==> src/rtl/aespim_gf128_acc_if.sv <==
`default_nettype none
// aespim_gf128_acc_if: beat input, result handshake and status bundle for the GF(2^128) accumulator.
interface aespim_gf128_acc_if;
  logic         start_i;
  logic         busy_o;
  logic         in_valid_i;
  logic         in_ready_o;
  logic [2:0]   shift_idx_i;
  logic [31:0]  c0_i;
  logic [31:0]  c1_i;
  logic [7:0]   c3_i;
  logic         res_valid_o;
  logic         res_ready_i;
  logic [127:0] res_o;
  logic         err_o;

  modport master (
    output start_i, in_valid_i, shift_idx_i, c0_i, c1_i, c3_i, res_ready_i,
    input  busy_o, in_ready_o, res_valid_o, res_o, err_o
  );

  modport slave (
    input  start_i, in_valid_i, shift_idx_i, c0_i, c1_i, c3_i, res_ready_i,
    output busy_o, in_ready_o, res_valid_o, res_o, err_o
  );
endinterface
`default_nettype wire

==> src/rtl/aespim_gf128_acc.sv <==
`default_nettype none
// aespim_gf128_acc: folds NUM_BEATS reduced partial-product beats into a 128-bit GF(2^128) product.
// Optional macro AESPIM_ACC_IDXCHK_EN flags an accepted beat with shift index 7 on err_o.
module aespim_gf128_acc #(
  parameter int NUM_BEATS = 16
) (
  input  wire                  clk_i,
  input  wire                  rst_ni,
  aespim_gf128_acc_if.slave    bus
);

  localparam int                CNT_W    = $clog2(NUM_BEATS + 1);
  localparam logic [CNT_W-1:0]  LAST_CNT = CNT_W'(NUM_BEATS - 1);

  typedef enum logic [1:0] {
    S_IDLE  = 2'd0,
    S_ACCUM = 2'd1,
    S_DONE  = 2'd2
  } state_t;

  state_t               r_state;
  state_t               w_state_nxt;
  logic [CNT_W-1:0]     r_cnt;
  logic [CNT_W-1:0]     w_cnt_nxt;
  logic [3:0][31:0]     r_acc;
  logic [3:0][31:0]     w_acc_nxt;
  logic [3:0][31:0]     w_delta;
  logic                 w_accept;
  logic                 w_start_clr;

  assign w_accept    = bus.in_valid_i && (r_state == S_ACCUM);
  assign w_start_clr = bus.start_i && (r_state == S_IDLE);

  // Word positions wrap mod 4; c3 only lands when the beat straddles the fold (k=3..5).
  always_comb begin
    w_delta = '0;
    case (bus.shift_idx_i)
      3'd0: begin w_delta[0] = bus.c0_i; w_delta[1] = bus.c1_i; end
      3'd1: begin w_delta[1] = bus.c0_i; w_delta[2] = bus.c1_i; end
      3'd2: begin w_delta[2] = bus.c0_i; w_delta[3] = bus.c1_i; end
      3'd3: begin
        w_delta[3] = bus.c0_i;
        w_delta[0] = bus.c1_i;
        w_delta[1] = {24'd0, bus.c3_i};
      end
      3'd4: begin
        w_delta[0] = bus.c0_i;
        w_delta[1] = bus.c1_i;
        w_delta[2] = {24'd0, bus.c3_i};
      end
      3'd5: begin
        w_delta[1] = bus.c0_i;
        w_delta[2] = bus.c1_i;
        w_delta[3] = {24'd0, bus.c3_i};
      end
      3'd6: begin w_delta[2] = bus.c0_i; w_delta[3] = bus.c1_i; end
      default: w_delta = '0;
    endcase
  end

  always_comb begin
    w_state_nxt = r_state;
    w_cnt_nxt   = r_cnt;
    w_acc_nxt   = r_acc;
    case (r_state)
      S_IDLE: begin
        if (w_start_clr) begin
          w_state_nxt = S_ACCUM;
          w_cnt_nxt   = '0;
          w_acc_nxt   = '0;
        end
      end
      S_ACCUM: begin
        if (w_accept) begin
          w_acc_nxt = r_acc ^ w_delta;
          w_cnt_nxt = r_cnt + CNT_W'(1);
          if (r_cnt == LAST_CNT) begin
            w_state_nxt = S_DONE;
          end
        end
      end
      S_DONE: begin
        if (bus.res_ready_i) begin
          w_state_nxt = S_IDLE;
        end
      end
      default: w_state_nxt = S_IDLE;
    endcase
  end

  always_ff @(posedge clk_i or negedge rst_ni) begin
    if (!rst_ni) begin
      r_state <= S_IDLE;
      r_cnt   <= '0;
      r_acc   <= '0;
    end else begin
      r_state <= w_state_nxt;
      r_cnt   <= w_cnt_nxt;
      r_acc   <= w_acc_nxt;
    end
  end

`ifdef AESPIM_ACC_IDXCHK_EN
  logic r_err;

  always_ff @(posedge clk_i or negedge rst_ni) begin
    if (!rst_ni) begin
      r_err <= 1'b0;
    end else if (w_start_clr) begin
      r_err <= 1'b0;
    end else if (w_accept && (bus.shift_idx_i == 3'd7)) begin
      r_err <= 1'b1;
    end
  end

  assign bus.err_o = r_err;
`else
  assign bus.err_o = 1'b0;
`endif

  assign bus.busy_o      = (r_state != S_IDLE);
  assign bus.in_ready_o  = (r_state == S_ACCUM);
  assign bus.res_valid_o = (r_state == S_DONE);
  assign bus.res_o       = r_acc;

endmodule
`default_nettype wire

==> src/flat_wrapper.sv <==
// flat-port wrapper written by rule: the top's interface ports become plain ports
module aespim_gf128_acc_flat 
#(
  parameter int NUM_BEATS = 16
)
  (clk_i, rst_ni, bus_start_i, bus_in_valid_i, bus_shift_idx_i, bus_c0_i, bus_c1_i, bus_c3_i, bus_res_ready_i, bus_busy_o, bus_in_ready_o, bus_res_valid_o, bus_res_o, bus_err_o);
  aespim_gf128_acc_if bus_i ();
  input  wire clk_i;
  input  wire rst_ni;
  input wire logic [$bits(bus_i.start_i)-1:0] bus_start_i;
  input wire logic [$bits(bus_i.in_valid_i)-1:0] bus_in_valid_i;
  input wire logic [$bits(bus_i.shift_idx_i)-1:0] bus_shift_idx_i;
  input wire logic [$bits(bus_i.c0_i)-1:0] bus_c0_i;
  input wire logic [$bits(bus_i.c1_i)-1:0] bus_c1_i;
  input wire logic [$bits(bus_i.c3_i)-1:0] bus_c3_i;
  input wire logic [$bits(bus_i.res_ready_i)-1:0] bus_res_ready_i;
  output wire logic [$bits(bus_i.busy_o)-1:0] bus_busy_o;
  output wire logic [$bits(bus_i.in_ready_o)-1:0] bus_in_ready_o;
  output wire logic [$bits(bus_i.res_valid_o)-1:0] bus_res_valid_o;
  output wire logic [$bits(bus_i.res_o)-1:0] bus_res_o;
  output wire logic [$bits(bus_i.err_o)-1:0] bus_err_o;
  assign bus_i.start_i = bus_start_i;
  assign bus_i.in_valid_i = bus_in_valid_i;
  assign bus_i.shift_idx_i = bus_shift_idx_i;
  assign bus_i.c0_i = bus_c0_i;
  assign bus_i.c1_i = bus_c1_i;
  assign bus_i.c3_i = bus_c3_i;
  assign bus_i.res_ready_i = bus_res_ready_i;
  assign bus_busy_o = bus_i.busy_o;
  assign bus_in_ready_o = bus_i.in_ready_o;
  assign bus_res_valid_o = bus_i.res_valid_o;
  assign bus_res_o = bus_i.res_o;
  assign bus_err_o = bus_i.err_o;
  aespim_gf128_acc #(.NUM_BEATS(NUM_BEATS)) u_core (.clk_i(clk_i), .rst_ni(rst_ni), .bus(bus_i));
endmodule
==> config.mk <==
export PLATFORM = sky130hd
export DESIGN_NAME = aespim_gf128_acc_flat
export DESIGN_NICKNAME = d
export VERILOG_FILES = /design/src/rtl/aespim_gf128_acc_if.sv /design/src/rtl/aespim_gf128_acc.sv /design/src/flat_wrapper.sv
export SDC_FILE = /design/constraint.sdc
export NUM_CORES = 1
export LEC_CHECK = 0
export BUFFER_PORTS_ARGS = -buffer_cell sky130_fd_sc_hd__buf_2
export CELL_PAD_IN_SITES_DETAIL_PLACEMENT = 1
export CELL_PAD_IN_SITES_GLOBAL_PLACEMENT = 1
export CORE_ASPECT_RATIO = 0.75
export CORE_MARGIN = 5
export CORE_UTILIZATION = 45
export DETAILED_ROUTE_END_ITERATION = 12
export HOLD_SLACK_MARGIN = 0.03
export PLACE_DENSITY_LB_ADDON = 0.1
export SYNTH_ARGS = -nofsm -noshare
export SYNTH_HDL_FRONTEND = slang
export SYNTH_SLANG_ARGS = --single-unit
==> constraint.sdc <==
create_clock -name clk_i -period 4.05 [get_ports clk_i]
set_input_delay 0.405 -clock clk_i [delete_from_list [all_inputs] [get_ports clk_i]]
set_output_delay 0.405 -clock clk_i [all_outputs]
set_load 0.05 [all_outputs]
-- Word level (Yosys, flattened, before mapping)
Index checks and enable logic that the tools add are counted.
- flip-flop bits (word level): 135
- word-level logic and storage cells: 47
- multiplexer cells: 15
- reduce and logical (&&, ||, !) cells: 11
- bitwise logic cells: 1
- add/subtract/negate cells: 1
- eq/ne operators: 13
- operators by type and width (kind ; number):
    32-bit case mux with 3 select lines ; 3
    128-bit two-way mux ; 2
    128-bit case mux with 2 select lines ; 1
    128-bit bitwise XOR ; 1
    32-bit case mux with 2 select lines ; 1
    5-bit two-way mux ; 2
    5-bit case mux with 2 select lines ; 1
    3-bit equality test, second input constant ; 3
    2-bit two-way mux ; 4
    3-bit by 2-bit equality test with 1-bit output, second input constant ; 2
    2-bit by 1-bit != test with 1-bit output, second input constant ; 3
    2-bit case mux with 3 select lines ; 1
    2-bit OR reduction ; 3
    5-bit by 1-bit adder with 5-bit output, second input constant ; 1
    5-bit by 4-bit equality test with 1-bit output, second input constant ; 1
    4-bit AND reduction ; 1
    2-bit nonzero test ; 2
    3-bit by 1-bit equality test with 1-bit output, second input constant ; 1
    3-bit logical NOT ; 1
    3-bit AND reduction ; 1
    2-bit by 1-bit equality test with 1-bit output, second input constant ; 1
    2-bit equality test, second input constant ; 1
    1-bit logical AND ; 2
    2-bit logical NOT ; 1
    2-bit != test, second input constant ; 1

-- Depth between registers and ports, before layout
- depth after elaboration: 6
- mapped depth: 8
- depth with buffers taken out: 6

-- Worst setup path after synthesis
OpenSTA, ideal clock, no wires.
- path type: register to output
- start: register u_core.r_state[1]
- end: output bus_res_valid_o
- setup slack: 1.770 ns
- data arrival time: 1.875 ns
- cell stages (with the launch flop): 5
- data required time: 3.645 ns
- buffers on the path: 3
- cell sequence: dfrtp_1 -> buf_2 -> clkbuf_1 -> clkbuf_1 -> nor2b_1
- longest elaborated chain between the ends: 1
- RTL lines (element ; line ; RTL):
    start: declaration ; aespim_gf128_acc.sv:21 ; state_t r_state;
    start signal: assignment ; aespim_gf128_acc.sv:97 ; r_state <= w_state_nxt;
    2-bit equality test ; aespim_gf128_acc.sv:123 ; assign bus.res_valid_o = (r_state == S_DONE);
    end: declaration ; flat_wrapper.sv:19 ; output wire logic [$bits(bus_i.res_valid_o)-1:0] bus_res_valid_o;
Every way passes these cells.

-- Worst setup path after layout
- start: register u_core.r_state[0]
- end: register u_core.r_acc, in the netlist u_core.bus.res_o[97]
- longest elaborated chain between the ends: 4
- RTL lines (element ; line ; RTL):
    2-bit by 1-bit equality test with 1-bit output / 2-bit logical NOT (equally long branches) ; aespim_gf128_acc.sv:31, aespim_gf128_acc.sv:65, aespim_gf128_acc.sv:32 ;
    1-bit logical AND (on tied branches) ; aespim_gf128_acc.sv:31, aespim_gf128_acc.sv:32 ;
    2-bit by 1-bit != test with 1-bit output (no source line) ; n/a ;
    3-bit AND reduction (no source line) ; n/a ;
    end signal: assignment ; aespim_gf128_acc.sv:99 ; r_acc <= w_acc_nxt;
    end: declaration ; aespim_gf128_acc.sv:25 ; logic [3:0][31:0] r_acc;
Parallel ways exist; a longest one is shown, timed or not.
A chain may end at the register's enable or synchronous reset.

==> flow_metrics.env <==
export IMPL_gr_total_overflow=0
export IMPL_synthTopCellsByCount="dfrtp_1, nor2_1, xnor2_1"
export IMPL_ir_worst_vdd_mv=0.504
export IMPL_port_buffers=210
export IMPL_antenna_found_initial=2
export IMPL_yosys_top_cells_area="dfrtp_1, xnor2_1, nand3b_1, a211oi_1, nand2b_1"
export IMPL_grt_usage_pct=25.7
export IMPL_core_rowCount=44
export IMPL_drive_above_1_share_pct=29.2
export IMPL_p_leak_nw=4.35
export IMPL_drc=0
export IMPL_yosysTopAreaCellShare_pct=38.0
export IMPL_p_seq_share_pct=29.0
export IMPL_cts_buffers=17
export IMPL_postRouteAntennaNets=0
export IMPL_dpl_hpwl_microns=20700
export IMPL_synth_flop_cell="dfrtp_1"
export IMPL_gp_congestion=0.919
export IMPL_via_per_inst=5.79
export IMPL_grt_max_degree=93
export IMPL_regArea_sq_um=3380
export IMPL_insertion_delay_ns=0.42
export IMPL_rsz0062_at_grt="false"
export IMPL_grt_pass1_wl_microns=45700
export IMPL_p_switching_mw=4.57
export IMPL_grt_pass1_vias=7521
export IMPL_critPathArrivalTime_ns=2.87
export IMPL_yosysMostFrequentCell="dfrtp_1"
export IMPL_internal_power_mw=4.17
export IMPL_syn_nets=1021
export IMPL_fmax_mhz=396
export IMPL_final_area_sq_um=10500
export IMPL_dieWidth_microns=172
export IMPL_r2r_setup_slack_ns=1.52
export IMPL_r2r_cells=5
export IMPL_die_area_sq_um=22700
export IMPL_syn_area_per_cell_sq_um=9.46
export IMPL_drt_iter0_drc=689
export IMPL_cts_tree="built"
export IMPL_r2r_end="u_core.bus.res_o[97]$_DFFE_PN0P_"
export IMPL_path_max_fanout=35
export IMPL_yosysWarnings=0
export IMPL_start_kind="flip-flop"
export IMPL_slew_viol_final=0
export IMPL_cts_resized=0
export IMPL_relSlewSlack_pct=22.4
export IMPL_vias=7786
export IMPL_root_buffer="clkbuf_16"
export IMPL_critPathCaptureType="flip-flop"
export IMPL_dpl_cell_area_sq_um=9950
export IMPL_tns_ns=0
export IMPL_cts_hold_buf=0
export IMPL_dp_slack_ns=1.24
export IMPL_status="finished clean"
export IMPL_finalWirelength_microns=29600
export IMPL_fin_ws_ns=1.52
export IMPL_clock_sinks=135
export IMPL_coreArea_sq_um=19400
export IMPL_synthCells=939
export IMPL_maxCapViolations=0
export IMPL_cts_setup_buffers=0
export IMPL_synth_edf_count=0
export IMPL_clockBufferDepth=2
export IMPL_crit_reg2reg_launch="u_core.r_state[0]$_DFFE_PN0P_"
export IMPL_start_util_pct=45.8
export IMPL_multi_input_area_sq_um=5050
export IMPL_firstDrtPassIters=4
export IMPL_areaGrowthSynthToFinish_pct=18.5
export IMPL_synth_cell_types=44
export IMPL_wl_per_cell_microns=22.0
export IMPL_htreeDepth=4
export IMPL_finClkSkew_ns=0.00593
export IMPL_hp_class="primary input to async pin"
export IMPL_switching_share_pct=52.3
export IMPL_nNetsFinal=1162
export IMPL_tightest_slew_ns=1.16
export IMPL_ioPinCount=212
export IMPL_power_frac_clock_pct=18.0
export IMPL_period_needed_ns=2.53
export IMPL_synth_area_sq_um=8880
export IMPL_critical_path_class="flip-flop to flip-flop"
export IMPL_synth_seq_area_share_pct=38.0
export IMPL_setup_viol=0
export IMPL_nFillCells=2309
export IMPL_yosysTopAreaCell="dfrtp_1"
export IMPL_cp_required_ns=4.39
export IMPL_power_density_nw_per_um2=830
export IMPL_async_reset_ff_share_pct=100
export IMPL_path_clk_slew_ns=0.06
export IMPL_die_y_microns=132
export IMPL_combPwrFrac_pct=52.9
export IMPL_finalHoldViolations=0
export IMPL_period_share_pct=62.4
export IMPL_ys_ff_latch=135
[critical path, cell delays in order (launching register included)]
cell and delay, ns:
dfrtp_1 0.45, mux2i_4 0.70, buf_4 0.50, a211o_1 0.43, o21ai_0 0.20, a21oi_1 0.15
[state kept, by name, indices dropped and copies added, names as in the netlist]
register / flops
u_core.bus.res_o: 128
u_core.r_cnt: 5
u_core.r_state: 2
[per-layer routing]
metal / vias up / GRT usage (%) / routed length [microns]
met5: - / 0 / 0
met4: 0 / 4.98 / 229
met3: 17 / 7.27 / 2420
met2: 281 / 32.6 / 11600
met1: 3839 / 42.5 / 15300
li1: 3649 / - / -
[area by class of cell]
class,count,share of cell area [%]
Multi-Input combinational cell,699,48.0
Sequential cell,135,32.1
Timing Repair Buffer,224,11.2
Clock buffer,19,4.21
Tap cell,253,3.01
Clock inverter,10,1.25
Inverter,3,0.107
Antenna cell,2,0.0476
[how the worst max path moves through the flow]
| stage | start | end | slack (ns) |
|---|---|---|---|
| after floorplan | u_core.r_state[1]$_DFFE_PN0P_ | bus_res_valid_o | 1.77 |
| after global placement | bus_shift_idx_i[0] | u_core.bus.res_o[96]$_DFFE_PN0P_ | 1.32 |
| after detailed placement | bus_shift_idx_i[0] | u_core.bus.res_o[97]$_DFFE_PN0P_ | 1.24 |
| after CTS | u_core.r_state[0]$_DFFE_PN0P_ | u_core.bus.res_o[97]$_DFFE_PN0P_ | 1.53 |
| after global routing | u_core.r_state[0]$_DFFE_PN0P_ | u_core.bus.res_o[100]$_DFFE_PN0P_ | 1.33 |
| final | u_core.r_state[0]$_DFFE_PN0P_ | u_core.bus.res_o[97]$_DFFE_PN0P_ | 1.52 |
[cell families (layout without fill, tap and decap cells)]
| kind of cell | count (synthesis) | after routing | synth area share [%] |
|---|---|---|---|
| other | 1 | 3 | 0.0422 |
| AND/OR/NAND/NOR | 421 | 421 | 28.8 |
| XOR/XNOR | 106 | 106 | 10.5 |
| buffers and inverters | 105 | 256 | 5.20 |
| AO/OA/AOI/OAI | 152 | 152 | 15.2 |
| flip-flops | 135 | 135 | 38.0 |
| adder cells (fa/ha/maj) | 2 | 2 | 0.282 |
| multiplexers | 17 | 17 | 1.96 |
[power groups by stage]
stage / combinational, mW / clock (mW) / sequential (mW)
floorplan: 1.31 / 0 / 4.62
global placement: 4.54 / 0 / 2.52
detailed placement: 4.64 / 0 / 2.54
CTS: 4.67 / 1.61 / 2.54
global route: 4.91 / 1.66 / 2.62
finish: 4.62 / 1.58 / 2.54
[per-stage QoR]
| stage | util [%] | hold WS [ns] | power, mW | cells |
|---|---|---|---|---|
| finish | 54.3 | 0.0300 | 8.74 | 1345 |
| detailed placement | 51.3 | 0.489 | 7.18 | 1314 |
| CTS | 54.3 | 0.0942 | 8.81 | 1343 |
| floorplan | - | 0.109 | 5.93 | 939 |
| global route | 54.3 | 0.0930 | 9.19 | 1345 |
| global placement | 51.3 | 0.478 | 7.06 | 1314 |
[cell usage in the layout (no fill, tap or decap), drive strengths merged, types with 2 or more instances in the layout]
cell type and n:
a2111oi 48, a211oi 65, a21oi 16, a221oi 8, and4b 16, buf 224, bufinv 3, clkbuf 19
clkinv 6, dfrtp 135, diode 2, ha 2, inv 3, mux2i 17, nand2 47, nand2b 65
nand3 16, nand3b 89, nand4b 32, nor2 107, nor2b 3, o21ai 9, or3 8, or3b 32
xnor2 104, xor2 2
Power figures use the tool's default switching activity.
